`config.mk`:
```
export PLATFORM = sky130hd
export DESIGN_NAME = game_over_ctrl
export DESIGN_NICKNAME = d
export VERILOG_FILES = /design/src/rtl/game_over_ctrl_pkg.sv /design/src/rtl/game_over_ctrl_key_edge_detect.sv /design/src/rtl/game_over_ctrl.sv
export SDC_FILE = /design/constraint.sdc
export NUM_CORES = 1
export LEC_CHECK = 0
export CORE_UTILIZATION = 53
export DETAILED_ROUTE_END_ITERATION = 8
export PLACE_DENSITY = 0.79
export SYNTH_ARGS = -nofsm -noshare
export SYNTH_HDL_FRONTEND = slang
export SYNTH_SLANG_ARGS = --single-unit
```
`constraint.sdc`:
```
create_clock -name clk -period 3.97 [get_ports clk]
set_input_delay 0.9925 -clock clk [delete_from_list [all_inputs] [get_ports clk]]
set_output_delay 0.9925 -clock clk [all_outputs]
set_load 0.05 [all_outputs]
```
`src/rtl/game_over_ctrl_pkg.sv`:
```
// Shared game definitions: state encoding and default game tuning values.
// Latency: n/a (types and constants only).
// Backpressure: n/a.
package game_over_ctrl_pkg;

  typedef enum logic [1:0] {
    ST_IDLE  = 2'd0,
    ST_PLAY  = 2'd1,
    ST_DYING = 2'd2,
    ST_ENDED = 2'd3
  } game_state_t;

  localparam int DEF_START_LIVES    = 3;
  localparam int DEF_DEATH_FRAMES   = 60;
  localparam int DEF_MIN_END_FRAMES = 120;
  localparam int DEF_MAX_CREDITS    = 9;

  // Wide enough for any sensible frame count in DYING or ENDED.
  localparam int FRAME_CNT_W = 16;

endpackage

```
`src/rtl/game_over_ctrl_key_edge_detect.sv`:
```
// Registered rising-edge detector for a synchronous key level.
// Latency: pulse appears one cycle after the key is first sampled high.
// Backpressure: none; a held key yields exactly one pulse.
module key_edge_detect (
  input  logic clk,
  input  logic resetN,
  input  logic key,
  output logic pulse
);

  // armed stays low for the first cycle after reset so a key already held
  // during reset is taken as the previous level, not as a fresh press.
  logic armed;
  logic key_q;

  // Track previous key level and emit a one-cycle pulse on a 0->1 change.
  always_ff @(posedge clk or negedge resetN) begin
    if (!resetN) begin
      armed <= 1'b0;
      key_q <= 1'b0;
      pulse <= 1'b0;
    end else begin
      armed <= 1'b1;
      key_q <= key;
      pulse <= armed & key & ~key_q;
    end
  end

endmodule

```
`src/rtl/game_over_ctrl.sv`:
```
// Game flow controller: start/credit handling, lives, death freeze, end screen, high score.
// Latency: every output is registered; a key press reaches the outputs two cycles after it is sampled.
// Backpressure: none; pulses arriving in states that do not use them are dropped.
module game_over_ctrl
  import game_over_ctrl_pkg::*;
#(
  parameter int START_LIVES    = DEF_START_LIVES,
  parameter int DEATH_FRAMES   = DEF_DEATH_FRAMES,
  parameter int MIN_END_FRAMES = DEF_MIN_END_FRAMES,
  parameter int MAX_CREDITS    = DEF_MAX_CREDITS
) (
  input  logic        clk,
  input  logic        resetN,
  input  logic        startOfFrame,
  input  logic        playerHit,
  input  logic        invadersLanded,
  input  logic [15:0] score,
  input  logic        keyStart,
  input  logic        keyCredit,
  output logic        gameEnded,
  output logic        newHighScore,
  output logic        gamePlaying,
  output logic        restartPulse,
  output logic [1:0]  lives,
  output logic [3:0]  credits,
  output logic [15:0] highScore
);

  localparam logic [FRAME_CNT_W-1:0] DEATH_LAST = FRAME_CNT_W'(DEATH_FRAMES - 1);
  localparam logic [FRAME_CNT_W-1:0] END_SAT    = FRAME_CNT_W'(MIN_END_FRAMES);
  localparam logic [FRAME_CNT_W-1:0] CNT_ONE    = FRAME_CNT_W'(1);
  localparam logic [3:0]             CREDIT_SAT = 4'(MAX_CREDITS);
  localparam logic [1:0]             LIVES_INIT = 2'(START_LIVES);

  logic start_edge;
  logic credit_edge;

  game_state_t state;
  game_state_t state_nxt;
  logic        start_ok;
  logic        death_done;
  logic        landed_live;

  logic [FRAME_CNT_W-1:0] frame_cnt;
  logic [FRAME_CNT_W-1:0] frame_cnt_nxt;
  logic [1:0]             lives_nxt;
  logic [3:0]             credits_nxt;
  logic [15:0]            high_nxt;
  logic                   new_hs_nxt;
  logic                   enter_ended;
  logic                   enter_play;

  key_edge_detect u_start_edge (
    .clk    (clk),
    .resetN (resetN),
    .key    (keyStart),
    .pulse  (start_edge)
  );

  key_edge_detect u_credit_edge (
    .clk    (clk),
    .resetN (resetN),
    .key    (keyCredit),
    .pulse  (credit_edge)
  );

  // State register.
  always_ff @(posedge clk or negedge resetN) begin
    if (!resetN) begin
      state <= ST_IDLE;
    end else begin
      state <= state_nxt;
    end
  end

  // Next-state logic; invadersLanded outranks playerHit, and a start needs a credit.
  always_comb begin
    start_ok    = start_edge && (credits != 4'd0) &&
                  ((state == ST_IDLE) || ((state == ST_ENDED) && (frame_cnt == END_SAT)));
    death_done  = startOfFrame && (frame_cnt == DEATH_LAST);
    landed_live = invadersLanded && ((state == ST_PLAY) || (state == ST_DYING));
    state_nxt   = state;
    case (state)
      ST_IDLE:  if (start_ok) state_nxt = ST_PLAY;
      ST_PLAY:  if (invadersLanded) state_nxt = ST_ENDED;
                else if (playerHit) state_nxt = ST_DYING;
      ST_DYING: if (invadersLanded) state_nxt = ST_ENDED;
                else if (death_done) state_nxt = (lives == 2'd0) ? ST_ENDED : ST_PLAY;
      ST_ENDED: if (start_ok) state_nxt = ST_PLAY;
      default:  state_nxt = ST_IDLE;
    endcase
  end

  // Next values of counters, lives, credits and the high-score bookkeeping.
  always_comb begin
    enter_ended = (state_nxt == ST_ENDED) && (state != ST_ENDED);
    enter_play  = (state_nxt == ST_PLAY) && (state != ST_PLAY);

    // Spend first, then add, so a press at the ceiling while starting still nets zero.
    credits_nxt = credits;
    if (start_ok) credits_nxt = credits - 4'd1;
    if (credit_edge && (credits_nxt < CREDIT_SAT)) credits_nxt = credits_nxt + 4'd1;

    lives_nxt = lives;
    if (start_ok) lives_nxt = LIVES_INIT;
    else if (landed_live) lives_nxt = 2'd0;
    else if ((state == ST_PLAY) && playerHit && (lives != 2'd0)) lives_nxt = lives - 2'd1;

    frame_cnt_nxt = frame_cnt;
    if (state_nxt != state) frame_cnt_nxt = '0;
    else if ((state == ST_DYING) && startOfFrame) frame_cnt_nxt = frame_cnt + CNT_ONE;
    else if ((state == ST_ENDED) && startOfFrame && (frame_cnt < END_SAT))
      frame_cnt_nxt = frame_cnt + CNT_ONE;

    high_nxt   = highScore;
    new_hs_nxt = newHighScore;
    if (enter_ended) begin
      new_hs_nxt = (score > highScore);
      if (score > highScore) high_nxt = score;
    end else if (enter_play) begin
      new_hs_nxt = 1'b0;
    end
  end

  // Output and datapath registers.
  always_ff @(posedge clk or negedge resetN) begin
    if (!resetN) begin
      frame_cnt    <= '0;
      lives        <= 2'd0;
      credits      <= 4'd0;
      highScore    <= 16'd0;
      newHighScore <= 1'b0;
      gameEnded    <= 1'b0;
      gamePlaying  <= 1'b0;
      restartPulse <= 1'b0;
    end else begin
      frame_cnt    <= frame_cnt_nxt;
      lives        <= lives_nxt;
      credits      <= credits_nxt;
      highScore    <= high_nxt;
      newHighScore <= new_hs_nxt;
      gameEnded    <= (state_nxt == ST_ENDED);
      gamePlaying  <= (state_nxt == ST_PLAY);
      restartPulse <= start_ok;
    end
  end

endmodule
```
==> flow_summary.toml <==
[cells_and_area]
final_layout_size_suffix_gt1_share_pct = 10.6
area_growth_pct = 20.8
antennaDiodeCount = 0
n_fill_cell = 436
final_area_um2 = 3650
nets = 390
layout.cells.non_filler = 413

[yosys]
synth.top_cell.area_share_pct = 40.6
syn_inst = 290
synth_area_leaders = "dfrtp_1 41%, ha_1 11%, mux2_4 4.5%"
yosysTopAreaCell = "dfrtp_1"
synthArstFlopShare_pct = 100
ys_warn_count = 0
synthTopCellsByCount = "49 x dfrtp_1, 34 x inv_1, 29 x nor2_1, 27 x ha_1, 12 x a21oi_1"
synth_most_common_cell = "dfrtp_1"
synth_cell_types = 56
synth_nets = 340
syn_area_per_cell_um2 = 10.4
synth_edf_count = 0
netlist_area_um2 = 3020
ys_seq_area_share_pct = 40.6
synth_ff_type = "dfrtp_1"
ys_ff_latch = 49

[pwr]
leakagePower_nw = 1.70
ir_drop_v = 0.000436
power_mw = 2.87
powerDensity_nw_per_um2 = 785

[die]
dieArea_um2 = 6010
pin_count = 49
initial_core_util_pct = 54.9
die_h_um = 77.5
rows = 27
fp.dieW_um = 77.5
core_area_um2 = 5510

[place]
gp_congestion = 0.768
portBuffers = 48
place_inst = 405
hpwl_mm = 4.24
dpl-instance-area_um2 = 3530

[sta]
finalCritPeriodShare_pct = 81.3
final_max_slew_viol_count = 0
rsz0062_at_grt = "false"
relSlewSlack_pct = 26.8
min_period_ns = 3.23
setup_tns_ns = 0
timing.fmax_ghz = 0.310
hold_violations = 0
clock_skew_ns = 0.0103
setup_viol = 0
tightest_slew_ns = 1.10

[flow_run]
drv_cap = 0

[global_routing]
grt-ovfl-total = 0
grt_pass1_wl_mm = 10.1
grt_max_degree = 50
use_met2_pct = 35.4
grt_pass1_vias = 2216
antenna_found_initial = 0
grt_use_met1_pct = 26.5
grt.busiest_layer = "met2"
grt.met3_usage_pct = 4.71
gr-usage-all-layers_pct = 21.0

[clocking]
root_buffer = "clkbuf_8"
cts.sinks = 49
cts_tree = "built"
clk_path_buf_depth = 2
clk_pin_slew_ns = 0.09
cts_made_buffers = 5
post_cts_resized = 0
cts_hold_buf = 0
clk_latency_ns = 0.32
cts_setup_buffers = 0
htreeDepth = 2

[critical_path]
crit_arrival_ns = 3.44
crit_type = "primary input to flip-flop"
r2r_cells = 11
crit_required_ns = 4.18
end_kind = "flip-flop"
r2r-start = "state[0]"
r2r-end = "credits[1]"
r2r_slack_ns = 0.86
startpoint_type = "primary input"
crit_fanout = 14

[worst_hold_path]
holdCritStartpoint = "u_credit_edge.key_q"
min_path_cells = 1
whs_endpoint = "u_credit_edge.pulse"
hold_class = "flip-flop to flip-flop"

[outcome]
outcome = "complete, no violations"

[route]
wire_per_inst_um = 13.9
drcViolationCount = 0
drt_wl_total_mm = 5.75
drt-initial-drc-count = 117
firstDrtPassIters = 4
postRouteAntennaNets = 0
vias = 2205
routed_via_density = 5.34
[cells in the final DEF (no fill, tap or decap), types with 2 or more instances in the layout]
cell / count
nand4_1: 5
a211o_1: 3
nand3_1: 8
inv_1: 34
nor3b_1: 3
clkdlybuf4s50_1: 47
dfrtp_1: 49
clkbuf_8: 6
mux2_4: 9
ha_1: 27
nor3_1: 4
o21bai_1: 2
o21a_1: 2
a21oi_1: 12
a21o_1: 3
a22oi_1: 2
nand4b_1: 3
mux2_2: 8
o41ai_1: 2
nor2_1: 29
xor2_1: 9
nor2b_1: 2
and2_1: 2
o21ai_0: 8
and3_1: 9
nand2_1: 11
xnor2_1: 10
[final cells by class]
cell class	instances	area (um2)	area share, %
Clock buffer	7	86.3	2.37
Clock inverter	1	30.0	0.823
Inverter	34	128	3.50
Multi-Input combinational cell	201	1610	44.0
Sequential cell	49	1230	33.6
Tap cell	72	90.1	2.47
Timing Repair Buffer	49	483	13.2
[stage by stage]
step | hold WS [ns] | setup WS, ns | util [%]
floorplan | 0.377 | 1.05 | -
global placement | 0.381 | 0.493 | 64.2
detailed placement | 0.388 | 0.421 | 64.2
CTS | 0.401 | 0.748 | 66.3
global route | 0.419 | 0.598 | 66.3
finish | 0.396 | 0.741 | 66.3
[logic make-up (layout without fill, tap and decap cells)]
family	Yosys count	count (layout)	share of synthesized area, %
AOI/OAI and AO/OA	47	47	11.3
xor gates and xnor gates	19	19	5.51
adders and majority gates	27	27	11.2
buffers and inverters	40	91	6.25
DFF	49	49	40.6
muxes	18	18	7.78
other	1	1	0.124
and+or+nand+nor	89	89	17.3
[layer usage]
| layer | vias to the layer above | share of wire [%] |
|---|---|---|
| li1 | 1105 | - |
| met2 | 52 | 49 |
| met1 | 1040 | 45 |
| met4 | 0 | 1.4 |
| met3 | 8 | 4.5 |
| met5 | - | 0 |
[critical path, cell delays in order]
cell	delay, ns
clkdlybuf4s50_1	0.43
ha_1	0.31
and3_1	0.18
nand4_1	0.13
nor3_1	0.26
a21o_1	0.15
o21ai_0	0.11
nor3_4	0.20
buf_4	0.30
mux2_2	0.37
[state kept, by name (all words and copies together) (netlist names), 2 cells and up]
name / cells
lives: 2
highScore: 16
credits: 4
frame_cnt: 16
state: 2
[power by group]
group | internal (mW) | leakage (nW) | total (mW) | switching (mW)
clock | 0.206 | 0.0585 | 0.379 | 0.173
sequential | 0.642 | 0.622 | 0.761 | 0.119
combinational | 0.699 | 1.02 | 1.73 | 1.03
[worst max-delay path by stage]
stage | to | slack (ns) | from | cells after the start
floorplan | credits[1] | 1.05 | credits[0] | 12
global placement | highScore[6] | 0.49 | score[14] | 10
detailed placement | highScore[2] | 0.42 | score[14] | 10
CTS | highScore[4] | 0.75 | score[14] | 10
global route | highScore[2] | 0.60 | score[14] | 10
finish | highScore[2] | 0.74 | score[14] | 10
(Power assumes the default switching activity.)
